## src/rtl/bcd_align_subtract_serial_pkg.sv

```systemverilog
// Shared constants and state encoding for the serial BCD
// align/subtract stage.
package bcd_align_subtract_serial_pkg;

  localparam int BCD_DIGIT_W = 4;
  localparam int DIGITS      = 7;
  localparam int EXT         = 2;
  localparam int WORK_DIGITS = DIGITS + EXT;
  localparam int WORK_W      = WORK_DIGITS * BCD_DIGIT_W;
  localparam int MR_W        = DIGITS * BCD_DIGIT_W;

  localparam int GRS_G_HI = 8;
  localparam int GRS_G_LO = 5;
  localparam int GRS_R_HI = 4;
  localparam int GRS_R_LO = 1;
  localparam int GRS_S    = 0;

  typedef enum logic [2:0] {
    IDLE,
    ALIGN,
    SUB,
    NEG,
    DONE
  } state_t;

endpackage

```

## src/rtl/bcd_align_subtract_serial_digit_sub.sv

```systemverilog
// One-digit BCD subtractor with borrow chain:
// d = a - b - borrow_in, corrected by +10 when it borrows.
module bcd_digit_sub
  import bcd_align_subtract_serial_pkg::*;
(
  input  logic [BCD_DIGIT_W-1:0] a,
  input  logic [BCD_DIGIT_W-1:0] b,
  input  logic                   borrow_in,
  output logic [BCD_DIGIT_W-1:0] d,
  output logic                   borrow_out
);

  logic [BCD_DIGIT_W:0] diff;

  always_comb begin
    diff = {1'b0, a} - {1'b0, b}
         - {{BCD_DIGIT_W{1'b0}}, borrow_in};
    borrow_out = diff[BCD_DIGIT_W];
    d = borrow_out
      ? diff[BCD_DIGIT_W-1:0] + BCD_DIGIT_W'(10)
      : diff[BCD_DIGIT_W-1:0];
  end

endmodule

```

## src/rtl/bcd_align_subtract_serial.sv

```systemverilog
// Digit-serial aligner and ten's-complement BCD subtractor
// producing Mr plus guard/round/sticky for rounding.
module bcd_align_subtract_serial
  import bcd_align_subtract_serial_pkg::*;
#(
  parameter int SHIFT_W = 8
) (
  input  logic               clk,
  input  logic               rst_n,
  input  logic               in_valid,
  output logic               in_ready,
  input  logic [MR_W-1:0]    Ma,
  input  logic [MR_W-1:0]    Mb,
  input  logic [SHIFT_W-1:0] ediff,
  output logic               out_valid,
  input  logic               out_ready,
  output logic [MR_W-1:0]    Mr,
  output logic [8:0]         GRS,
  output logic               neg
);

  localparam int DW = BCD_DIGIT_W;
  localparam logic [3:0] LAST = 4'(WORK_DIGITS - 1);

  state_t state, nxt;

  logic [WORK_W-1:0] a_q;
  logic [WORK_W-1:0] w_q;
  logic [WORK_W-1:0] w_nxt;
  logic              s_q;
  logic              bq;
  logic [3:0]        cnt;
  logic [3:0]        cnt_init;
  logic [MR_W-1:0]   mr_q;
  logic [8:0]        grs_q;
  logic              neg_q;

  logic [DW-1:0] sa;
  logic [DW-1:0] sd;
  logic          sbin;
  logic          sbout;

  bcd_digit_sub u_sub (
    .a          (sa),
    .b          (w_q[DW-1:0]),
    .borrow_in  (sbin),
    .d          (sd),
    .borrow_out (sbout)
  );

  // NEG reuses the subtractor as 0 - W; sticky feeds only
  // the first SUB digit.
  always_comb begin
    sa    = (state == NEG) ? '0 : a_q[DW-1:0];
    sbin  = (cnt == '0) ? (state == SUB && s_q) : bq;
    w_nxt = {sd, w_q[WORK_W-1:DW]};
    cnt_init = (ediff > SHIFT_W'(WORK_DIGITS))
             ? 4'(WORK_DIGITS)
             : ediff[3:0];
  end

  always_ff @(posedge clk or negedge rst_n) begin
    if (!rst_n) state <= IDLE;
    else        state <= nxt;
  end

  always_comb begin
    nxt = state;
    unique case (state)
      IDLE: begin
        if (in_valid)
          nxt = (cnt_init != '0) ? ALIGN : SUB;
      end
      ALIGN: begin
        if (cnt == 4'd1) nxt = SUB;
      end
      SUB: begin
        if (cnt == LAST) nxt = sbout ? NEG : DONE;
      end
      NEG: begin
        if (cnt == LAST) nxt = DONE;
      end
      DONE: begin
        if (out_ready) nxt = IDLE;
      end
      default: nxt = IDLE;
    endcase
  end

  always_ff @(posedge clk or negedge rst_n) begin
    if (!rst_n) begin
      a_q   <= '0;
      w_q   <= '0;
      s_q   <= 1'b0;
      bq    <= 1'b0;
      cnt   <= '0;
      mr_q  <= '0;
      grs_q <= '0;
      neg_q <= 1'b0;
    end else begin
      unique case (state)
        IDLE: begin
          if (in_valid) begin
            a_q <= {Ma, {(EXT*DW){1'b0}}};
            w_q <= {Mb, {(EXT*DW){1'b0}}};
            s_q <= 1'b0;
            bq  <= 1'b0;
            cnt <= cnt_init;
          end
        end
        ALIGN: begin
          w_q <= {{DW{1'b0}}, w_q[WORK_W-1:DW]};
          s_q <= s_q | (w_q[DW-1:0] != '0);
          cnt <= cnt - 4'd1;
        end
        SUB, NEG: begin
          w_q <= w_nxt;
          a_q <= {{DW{1'b0}}, a_q[WORK_W-1:DW]};
          bq  <= sbout;
          if (cnt == LAST) begin
            cnt <= '0;
            if (state == SUB) neg_q <= sbout;
            if (state == NEG || !sbout) begin
              mr_q <= w_nxt[WORK_W-1:EXT*DW];
              grs_q[GRS_G_HI:GRS_G_LO] <= w_nxt[2*DW-1:DW];
              grs_q[GRS_R_HI:GRS_R_LO] <= w_nxt[DW-1:0];
              grs_q[GRS_S] <= s_q;
            end
          end else begin
            cnt <= cnt + 4'd1;
          end
        end
        default: ;
      endcase
    end
  end

  assign in_ready  = (state == IDLE);
  assign out_valid = (state == DONE);
  assign Mr        = mr_q;
  assign GRS       = grs_q;
  assign neg       = neg_q;

endmodule

```

## config.mk

```make
export PLATFORM = sky130hd
export DESIGN_NAME = bcd_align_subtract_serial
export DESIGN_NICKNAME = d
export VERILOG_FILES = /design/src/rtl/bcd_align_subtract_serial_pkg.sv /design/src/rtl/bcd_align_subtract_serial_digit_sub.sv /design/src/rtl/bcd_align_subtract_serial.sv
export SDC_FILE = /design/constraint.sdc
export NUM_CORES = 1
export LEC_CHECK = 0
export ABC_AREA = 1
export CAP_MARGIN = 10
export CELL_PAD_IN_SITES_DETAIL_PLACEMENT = 1
export CELL_PAD_IN_SITES_GLOBAL_PLACEMENT = 2
export CORE_ASPECT_RATIO = 1.75
export CORE_MARGIN = 2
export CORE_UTILIZATION = 31
export CTS_BUF_LIST = sky130_fd_sc_hd__clkbuf_16
export DETAILED_ROUTE_END_ITERATION = 16
export PLACE_DENSITY_LB_ADDON = 0.1
export SETUP_SLACK_MARGIN = 0.3
export SYNTH_ARGS = -nofsm -noshare
export SYNTH_HDL_FRONTEND = slang
export SYNTH_SLANG_ARGS = --single-unit
```

## constraint.sdc

```tcl
create_clock -name clk -period 3.25 [get_ports clk]
set_input_delay 0.65 -clock clk [delete_from_list [all_inputs] [get_ports clk]]
set_output_delay 0.65 -clock clk [all_outputs]
set_load 0.01 [all_outputs]
```

==> impl_metrics.env <==
export IMPL_outcome="completed"
export IMPL_fin_worst_skew_ns=0.009288
export IMPL_clk_pin_slew_worst_paths_ns=0.06
export IMPL_start_kind="flip-flop"
export IMPL_postSynthAreaPerCell_um2=9.001
export IMPL_areaGrowthSynthToFinish_pct=40.10
export IMPL_comb_power_share=0.506
export IMPL_setup_tns_ns=0
export IMPL_hold_viol=0
export IMPL_rows=63
export IMPL_r2r_setup_slack_ns=0.50
export IMPL_port_buffers=107
export IMPL_setup_viol=0
export IMPL_cp_slowest_stage_delay_ns=0.53
export IMPL_max_clock_path_buffers=2
export IMPL_die_h_um=178.5
export IMPL_worst_path_max_delay_cell="dfrtp_1"
export IMPL_r2r_start="state[2]"
export IMPL_p_per_area_mw_per_mm2=1189
export IMPL_criticalPathCategory="reg -> reg"
export IMPL_worst_path_buf_inv=5
export IMPL_die_w_um=103.7
export IMPL_drv_cap=0
export IMPL_setup_slack_ns=0.4977
export IMPL_post_route_drc_count=0
export IMPL_ys_seq_area_frac=0.5523
export IMPL_hold_class="in -> async"
export IMPL_r2r_cells=18
export IMPL_grt_pass1_vias=5052
export IMPL_drt_met1_wl_mm=6.480
export IMPL_fmax_mhz=363.3
export IMPL_grt_pass1_wl_mm=26.19
export IMPL_dieArea_mm2=0.01850
export IMPL_totalWireLength_mm=16.56
export IMPL_layout_drive_gt1_share=0.1306
export IMPL_required_ns=3.55
export IMPL_grtUsageTotal=0.1817
export IMPL_synth_nets=678
export IMPL_htreeDepth=4
export IMPL_fin_nets=801
export IMPL_grt_max_degree=53
export IMPL_period_minus_slack_ns=2.752
export IMPL_r2r_end="Mr[25]"
export IMPL_vias=4582
export IMPL_vias_per_cell=4.763
export IMPL_power_switching_share=0.4218
export IMPL_synth_cells=599
export IMPL_rsz0062_at_grt="false"
export IMPL_wl_met3_um=573
export IMPL_first_iter_violations=128
export IMPL_final_period_utilization=0.8469
export IMPL_ioPinCount=108
export IMPL_design_core_area_mm2=0.01703
export IMPL_start_util=0.3167
export IMPL_worstPathCellList="inv_1 -> nand3_1 -> nand2_1 -> fa_2 -> inv_2 -> fa_2 -> inv_1 -> nand2_1 -> nand2_2 -> nand2_1 -> nand2_2 -> nand2_2 -> inv_2 -> nand2_4 -> nand2_8 -> clkbuf_16 -> nor2_1 -> nor2_1"
export IMPL_ys_types=35
export IMPL_syn_area_mm2=0.005391
export IMPL_cts_sinks=119
export IMPL_cts_tree="yes"
export IMPL_overflow=0
export IMPL_synth_warnings=0
export IMPL_holdBufCountCts=0
export IMPL_drt_first_pass_iters=4
export IMPL_pre_cts_slack_ns=0.1146
export IMPL_arrival_ns=3.05
export IMPL_power_switching_mw=3.790
export IMPL_leakagePower_nw=3.480
export IMPL_ir_drop_mv=0.4426
export IMPL_seqPwrFrac=0.287
export IMPL_antenna_cells=0
export IMPL_cts_root_buf="clkbuf_16"
export IMPL_critical_path_top_delay_family="simple AND/OR/NAND/NOR gates"
export IMPL_clock_latency_ns=0.42
export IMPL_maxSlewHeadroom=0.5236
export IMPL_antenna_found_initial=0
export IMPL_finalMaxSlewViolations=0
export IMPL_dr_max_layer_used="met4"
export IMPL_end_kind="flip-flop"
export IMPL_ys_seq_elements=119
export IMPL_worst_slew_pin_slew_ns=0.7147
export IMPL_pwr_share_clk=0.207
export IMPL_place_gp_congestion=0.8008
export IMPL_internal_power_mw=5.194
export IMPL_drt_antenna_violating_nets=0
export IMPL_numCtsBuffers=17
export IMPL_dr_wl_met2_mm=9.252
export IMPL_post_drt_wl_per_cell_um=17.21
export IMPL_worstPathMaxFanout=8
export IMPL_hpwl_mm=11.70
==> per-layer routing <==
layer / global-route usage / up-vias
met5: 0 / -
met4: 0.06137 / 0
met3: 0.04092 / 20
met2: 0.3491 / 96
met1: 0.1952 / 2236
li1: - / 2230
==> metrics by stage <==
| step | area (um^2) | instances | total power [mW] | hold WS, ns | utilization |
|---|---|---|---|---|---|
| CTS | 7393 | 957 | 8.906 | 0.2959 | 0.4342 |
| finish | 7553 | 962 | 8.983 | 0.2814 | 0.4436 |
| detailed placement | 6741 | 920 | 6.915 | 0.4706 | 0.3959 |
| global route | 7553 | 962 | 9.763 | 0.3163 | 0.4436 |
| floorplan | 5391 | 599 | 5.312 | 0.3544 | - |
| global placement | 6741 | 920 | 6.776 | 0.4651 | 0.3959 |
==> registers in the layout, summed over array words and instances (netlist names) <==
register	count
GRS	9
Mr	28
a_q	36
bq	1
cnt	4
neg	1
s_q	1
state	3
w_q	36
==> power groups by stage <==
stage | Sequential (mW) | Combinational, mW | Clock (mW)
3_3_place_gp | 2.60 | 4.18 | 0
5_1_grt | 2.67 | 5.14 | 1.96
6_report | 2.58 | 4.55 | 1.86
3_5_place_dp | 2.62 | 4.29 | 0
2_1_floorplan | 2.60 | 2.72 | 0
4_1_cts | 2.59 | 4.41 | 1.90
==> layout make-up <==
| type | instances | area (um^2) |
|---|---|---|
| Timing Repair Buffer | 131 | 1393 |
| Clock buffer | 17 | 425.4 |
| Sequential cell | 119 | 2978 |
| Tap cell | 227 | 284.0 |
| Multi-Input combinational cell | 376 | 2029 |
| Clock inverter | 15 | 152.6 |
| Inverter | 77 | 291.5 |
| Fill cell | 2005 | 9473 |
==> cells in the mapped netlist, drive strengths merged <==
cell type / n / area share
nand3: 15 / 0.014
nor2: 60 / 0.048
xor2: 1 / 0.0016
a21oi: 57 / 0.061
o221ai: 1 / 0.0016
o22ai: 38 / 0.044
dfrtp: 119 / 0.55
clkbuf: 5 / 0.0035
xnor2: 1 / 0.0016
o211ai: 2 / 0.0028
inv: 77 / 0.054
nor3: 3 / 0.0028
nand3b: 1 / 0.0014
a22o: 5 / 0.0081
or2: 1 / 0.0012
o2111ai: 1 / 0.0016
nand2: 103 / 0.075
ha: 9 / 0.021
o21ai: 73 / 0.068
nand4: 1 / 0.0012
a31oi: 1 / 0.0012
buf: 22 / 0.026
a22oi: 1 / 0.0014
fa: 2 / 0.0074
==> layout by cell type (no fill, tap or decap), drive strengths merged <==
cell	Yosys	layout
clkbuf	5	21
a22o	5	5
o211ai	2	2
nor3	3	3
bufinv	0	2
a21oi	57	57
inv	77	81
buf	22	21
o2111ai	1	1
nand3	15	15
nand4	1	1
xnor2	1	1
xor2	1	1
a22oi	1	1
nand2	103	103
clkinvlp	0	1
nand3b	1	1
nor2	60	60
ha	9	9
o221ai	1	1
o21ai	73	73
clkinv	0	8
clkdlybuf4s50	0	106
fa	2	2
dfrtp	119	119
o22ai	38	38
a31oi	1	1
or2	1	1
==> repair_timing <==
item | 4_1_cts | 5_1_grt
buffers inserted | 4 | 1
setup endpoints to repair | 37 | 41
cloned | 1 | 4
endpoints found under the hold margin | 0 | 0
gates resized for setup | 8 | 14
pin swaps | 2 | 4
==> cells by family after synthesis <==
logic type | count (synthesis) | share of synthesized area
xor+xnor | 2 | 0.003250
compound gates | 179 | 0.1891
fa+ha+maj | 11 | 0.02831
simple gates | 184 | 0.1437
flops | 119 | 0.5523
buf+inv | 104 | 0.08332
==> how the worst max path moves through the flow <==
stage / cells after the start / startpoint / to / slack, ns
global placement: 20 / cnt[0] / Mr[12] / 0.19
detailed placement: 21 / cnt[0] / GRS[3] / 0.11
finish: 18 / state[2] / Mr[25] / 0.50
CTS: 21 / cnt[1] / Mr[24] / 0.32
global route: 17 / state[2] / Mr[23] / 0.27
floorplan: 20 / cnt[0] / GRS[0] / 0.45
Note: power is estimated with default switching activity, not from simulation.
